===== config.mk =====
export PLATFORM = sky130hd
export DESIGN_NAME = fifo_word_reader_flat
export DESIGN_NICKNAME = d
export VERILOG_FILES = /design/src/rtl/fifo_word_reader_if.sv /design/src/rtl/fifo_word_reader.sv /design/src/flat_wrapper.sv
export SDC_FILE = /design/constraint.sdc
export NUM_CORES = 1
export LEC_CHECK = 0
export ABC_CLOCK_PERIOD_IN_PS = 3900
export CORE_UTILIZATION = 50
export DETAILED_ROUTE_END_ITERATION = 12
export MAX_ROUTING_LAYER = met4
export PLACE_DENSITY_LB_ADDON = 0.12
export SLEW_MARGIN = 25
export SYNTH_ARGS = -nofsm -noshare
export SYNTH_HDL_FRONTEND = slang
export SYNTH_SLANG_ARGS = --single-unit

===== constraint.sdc =====
create_clock -name rd_clk -period 3.9 [get_ports rd_clk]
set_input_delay 0.585 -clock rd_clk [delete_from_list [all_inputs] [get_ports rd_clk]]
set_output_delay 0.585 -clock rd_clk [all_outputs]
set_load 0.1 [all_outputs]

===== src/rtl/fifo_word_reader_if.sv =====
// fifo_word_reader_if: packed-word valid/ready stream (m_data, m_valid, m_bytes, m_last out of master; m_ready into master)
interface fifo_word_reader_if #(
  parameter int DATA_W = 8,
  parameter int BYTES_PER_WORD = 2
);
  logic [DATA_W*BYTES_PER_WORD-1:0] m_data;
  logic m_valid;
  logic m_ready;
  logic [3:0] m_bytes;
  logic m_last;
  modport master(output m_data, m_valid, m_bytes, m_last, input m_ready);
  modport slave(input m_data, m_valid, m_bytes, m_last, output m_ready);
endinterface


===== src/rtl/fifo_word_reader.sv =====
// fifo_word_reader: drains byte FIFO (fifo_rd_en/fifo_rdata/fifo_empty) into words on stream m, flush emits partial word; byte_count/busy status; rd_clk, sync rst
module fifo_word_reader #(
  parameter int DATA_W = 8,
  parameter int BYTES_PER_WORD = 2,
  parameter int COUNT_W = 16
) (
  input  logic rd_clk,
  input  logic rst,
  input  logic en,
  input  logic fifo_empty,
  input  logic [DATA_W-1:0] fifo_rdata,
  output logic fifo_rd_en,
  input  logic flush,
  fifo_word_reader_if.master m,
  output logic [COUNT_W-1:0] byte_count,
  output logic busy
);
  localparam int WW = DATA_W * BYTES_PER_WORD;
  localparam logic [3:0] BPW = 4'(BYTES_PER_WORD);
  logic [WW-1:0] acc, acc_n;
  logic [3:0] acc_cnt, cnt_n;
  logic pend, flush_req, free, flush_done, emit_flush, emit_full;
  always_comb begin
    acc_n = acc;
    for (int i = 0; i < BYTES_PER_WORD; i++)
      if (pend && acc_cnt == 4'(i)) acc_n[i*DATA_W +: DATA_W] = fifo_rdata;
    cnt_n = acc_cnt + {3'b0, pend};
    free = !m.m_valid || m.m_ready;
    flush_done = flush_req && !pend && free;
    emit_flush = flush_done && acc_cnt != 4'd0;
    emit_full = free && cnt_n == BPW && !emit_flush;
    fifo_rd_en = !rst && en && !fifo_empty && !flush_req && cnt_n < BPW;
  end
  assign busy = acc_cnt != 4'd0 || pend || flush_req || m.m_valid;
  always_ff @(posedge rd_clk) begin
    if (rst) begin
      acc <= '0;
      acc_cnt <= '0;
      pend <= 1'b0;
      flush_req <= 1'b0;
      byte_count <= '0;
      m.m_data <= '0;
      m.m_valid <= 1'b0;
      m.m_bytes <= '0;
      m.m_last <= 1'b0;
    end else begin
      pend <= fifo_rd_en;
      byte_count <= byte_count + COUNT_W'(fifo_rd_en);
      flush_req <= flush_req ? !flush_done : flush;
      if (emit_flush || emit_full) begin
        acc <= '0;
        acc_cnt <= '0;
        m.m_data <= acc_n;
        m.m_valid <= 1'b1;
        m.m_bytes <= emit_full ? BPW : acc_cnt;
        m.m_last <= emit_flush;
      end else begin
        acc <= acc_n;
        acc_cnt <= cnt_n;
        if (m.m_ready) m.m_valid <= 1'b0;
      end
    end
  end
endmodule

===== src/flat_wrapper.sv =====
// flat-port wrapper written by rule: the top's interface ports become plain ports
module fifo_word_reader_flat 
#(
  parameter int DATA_W = 8,
  parameter int BYTES_PER_WORD = 2,
  parameter int COUNT_W = 16
)
  (rd_clk, rst, en, fifo_empty, fifo_rdata, fifo_rd_en, flush, byte_count, busy, m_m_data, m_m_valid, m_m_bytes, m_m_last, m_m_ready);
  fifo_word_reader_if #(.DATA_W(DATA_W), .BYTES_PER_WORD(BYTES_PER_WORD)) m_i ();
  input  logic rd_clk;
  input  logic rst;
  input  logic en;
  input  logic fifo_empty;
  input  logic [DATA_W-1:0] fifo_rdata;
  output logic fifo_rd_en;
  input  logic flush;
  output logic [COUNT_W-1:0] byte_count;
  output logic busy;
  output wire logic [$bits(m_i.m_data)-1:0] m_m_data;
  output wire logic [$bits(m_i.m_valid)-1:0] m_m_valid;
  output wire logic [$bits(m_i.m_bytes)-1:0] m_m_bytes;
  output wire logic [$bits(m_i.m_last)-1:0] m_m_last;
  input wire logic [$bits(m_i.m_ready)-1:0] m_m_ready;
  assign m_m_data = m_i.m_data;
  assign m_m_valid = m_i.m_valid;
  assign m_m_bytes = m_i.m_bytes;
  assign m_m_last = m_i.m_last;
  assign m_i.m_ready = m_m_ready;
  fifo_word_reader #(.DATA_W(DATA_W), .BYTES_PER_WORD(BYTES_PER_WORD), .COUNT_W(COUNT_W)) u_core (.rd_clk(rd_clk), .rst(rst), .en(en), .fifo_empty(fifo_empty), .fifo_rdata(fifo_rdata), .fifo_rd_en(fifo_rd_en), .flush(flush), .m(m_i), .byte_count(byte_count), .busy(busy));
endmodule

==> results_dict.tcl <==
set metrics [dict create \
    status "completed" \
    die_h_um 72.1 \
    grt_pass1_vias 1863 \
    area_growth_pct 31.6 \
    grt_antenna_before_repair 0 \
    postSynthAreaPerCell_um2 10.3 \
    skew_ns 0.00629 \
    clockBufferDepth 2 \
    layout-drive-gt1-share 0.128 \
    r2r_cells 10 \
    finalSetupTns_ns 0 \
    worstHoldPathCells 1 \
    worst_pin_slew_ns 0.991 \
    grt_max_degree 39 \
    io_pins 54 \
    nets 310 \
    wl_um 5410 \
    seq_power_share 0.466 \
    clock_sinks 60 \
    syn_nets 257 \
    cts_tree "done" \
    num_rows 25 \
    combPwrFrac 0.127 \
    dieWidth_um 72.1 \
    firstDrtPassIters 4 \
    p_switching_mw 0.373 \
    period_share 0.862 \
    holdBufCountCts 0 \
    grt_util_all_layers 0.227 \
    detail_route.vias_per_cell 5.36 \
    rsz0062_at_grt "false" \
    cts-root-buf "clkbuf_8" \
    cellInternalPower_mw 0.988 \
    die-area_mm2 0.00519 \
    start_util 0.519 \
    synth-seq-cells 60 \
    grt_pass1_wl_um 8630 \
    cpMostUsedCell "ha_1" \
    wl_per_cell_um 14.9 \
    maxSlewViolCount 0 \
    netlist_area_mm2 0.00245 \
    power_density_mw_per_mm2 422 \
    post_cts_resize_count 0 \
    synthArstFlopShare 0 \
    mostFrequentLayoutCells "60 x dfxtp_1, 52 x clkdlybuf4s50_1, 49 x nor2_1, 16 x mux2i_1, 10 x clkbuf_8" \
    fillers 374 \
    swShare 0.274 \
    setup_viol 0 \
    finalInstanceArea_mm2 0.00323 \
    hpwl_um 3410 \
    final_common_cell "dfxtp_1" \
    vias 1952 \
    worstPathRequired_ns 4.12 \
    drc 0 \
    synthCells 239 \
    fin_crit_ns 3.36 \
    setup.worst_path.start_class "flip-flop" \
    fp.coreArea_mm2 0.00472 \
    yosys_warnings 0 \
    worstSkewPairLatency_ns 0.34 \
    multi_input_area_mm2 0.00119 \
    drv_cap 0 \
    leakagePower_nw 1.16 \
    max_slew_margin 0.338 \
    fmax_mhz 297 \
    worstPathMaxFanout 6 \
    crit_chain "ha_1 -> ha_1 -> nor3_2 -> a41oi_4 -> nor4_4 -> ha_1 -> nand3_1 -> nor4_1 -> nand3_1 -> mux2_2" \
    holdCritPathClass "flip-flop to flip-flop" \
    clockPowerShare 0.406 \
    cp_slowest_cell "nor4_1" \
    vdd_drop_max_uv 218 \
    dpl.cell_count 348 \
    postPlaceCellArea_mm2 0.00304 \
    stdcell_count 364 \
    crit_arrival_ns 3.59 \
    crit_path_end_kind "flip-flop" \
    htree_levels 3 \
    post-cts-setup-buffer-count 0 \
    criticalPathCategory "flip-flop to flip-flop" \
    seq_area_mm2 0.00120 \
    grt-ovfl-total 0 \
    synthFlopType "dfxtp_1" \
    synth_cell_types 43 \
    numCtsBuffers 9 \
    io_buffers 53 \
    hold_viol_final 0 \
    clk_pin_slew_ns 0.07 \
    cpPeakStageDelay_ns 0.66 \
    antennaDiodeCount 0 \
    synth-seq-area-share 0.490 \
    drt_iter0_drc 126 \
    finalPower_mw 1.36 \
    place_congestion 0.786 \
    synth-edff-count 0 \
    postRouteAntennaNets 0 \
]
[worst max-delay path: cells and delay by family (launching register included)]
family,cells,cell delay [ns]
muxes,1,0.33
AOI/OAI and AO/OA,1,0.10
DFF,1,0.34
and+or+nand+nor,5,1.69
adders and majority gates,3,0.78
[synth_stat cells, types with 2 or more instances]
cell type / n / area (um2)
buf_4: 2 / 15.0
buf_6: 2 / 22.5
nand4_1: 2 / 12.5
buf_2: 3 / 15.0
a22o_1: 3 / 26.3
and3_1: 2 / 12.5
nor4_1: 6 / 37.5
ha_1: 4 / 50.1
o21ai_0: 2 / 10.0
inv_1: 4 / 15.0
clkbuf_1: 5 / 18.8
nor3_1: 6 / 30.0
o221a_2: 2 / 22.5
or3_1: 2 / 12.5
xor2_1: 4 / 35.0
xnor2_1: 9 / 78.8
nand2_1: 6 / 22.5
nand3_1: 8 / 40.0
a221oi_2: 9 / 135
dfxtp_1: 60 / 1200
nor3_2: 2 / 20.0
a21oi_1: 3 / 15.0
mux2i_1: 16 / 160
nor2b_1: 4 / 25.0
a221oi_1: 7 / 61.3
nor2_1: 49 / 184
[state kept, by name, indices dropped and copies added, names as in the netlist]
register           count
u_core.flush_req       1
u_core.byte_count     16
u_core.m.m_valid       1
u_core.m.m_bytes       4
u_core.m.m_last        1
u_core.acc            16
u_core.pend            1
u_core.acc_cnt         4
u_core.m.m_data       16
[per-stage QoR]
stage	hold WS (ns)	util	setup WS, ns
CTS	0.485	0.684	0.567
global placement	0.466	0.641	0.874
finish	0.477	0.684	0.538
floorplan	0.455	-	0.118
detailed placement	0.468	0.643	0.736
global route	0.515	0.684	0.394
[power by group through the flow]
stage / logic (mW) / registers (mW) / clock network [mW]
2_1_floorplan: 0.0651 / 0.710 / 0
3_3_place_gp: 0.171 / 0.648 / 0
3_5_place_dp: 0.173 / 0.649 / 0
4_1_cts: 0.174 / 0.635 / 0.566
5_1_grt: 0.181 / 0.636 / 0.590
6_report: 0.173 / 0.635 / 0.553
[final timing paths]
| check | start | endpoint | slack [ns] |
|---|---|---|---|
| max reg2reg | u_core.pend$_SDFF_PP0_ | u_core.byte_count[13]$_SDFF_PP0_ | 0.54 |
| max | u_core.pend$_SDFF_PP0_ | u_core.byte_count[13]$_SDFF_PP0_ | 0.54 |
| min reg2reg | u_core.m.m_bytes[2]$_SDFFE_PP0P_ | u_core.m.m_bytes[2]$_SDFFE_PP0P_ | 0.48 |
| min | u_core.m.m_bytes[2]$_SDFFE_PP0P_ | u_core.m.m_bytes[2]$_SDFFE_PP0P_ | 0.48 |
[cells by family after synthesis]
logic type      Yosys count  synth area share
buf+inv                  16            0.0352
fa+ha+maj                 4            0.0204
xor+xnor                 13            0.0464
mux                      17            0.0699
flops                    60             0.490
simple gates             95             0.188
compound gates           34             0.151
[per-layer routing]
layer | share of wire | vias up | global-route usage
met5 | 0 | - | -
met4 | 0.023 | 0 | 0.148
met3 | 0.035 | 12 | 0.0403
met2 | 0.47 | 45 | 0.351
met1 | 0.47 | 929 | 0.274
li1 | - | 966 | -
[final cells by class]
| cell class | count | share of cell area |
|---|---|---|
| tap | 67 | 0.0260 |
| inverter | 4 | 0.00465 |
| multi-input combinational | 163 | 0.368 |
| clock buffer | 12 | 0.0449 |
| clock inverter | 4 | 0.0151 |
| sequential | 60 | 0.372 |
| timing repair buffer | 54 | 0.170 |
(Power assumes the default switching activity.)
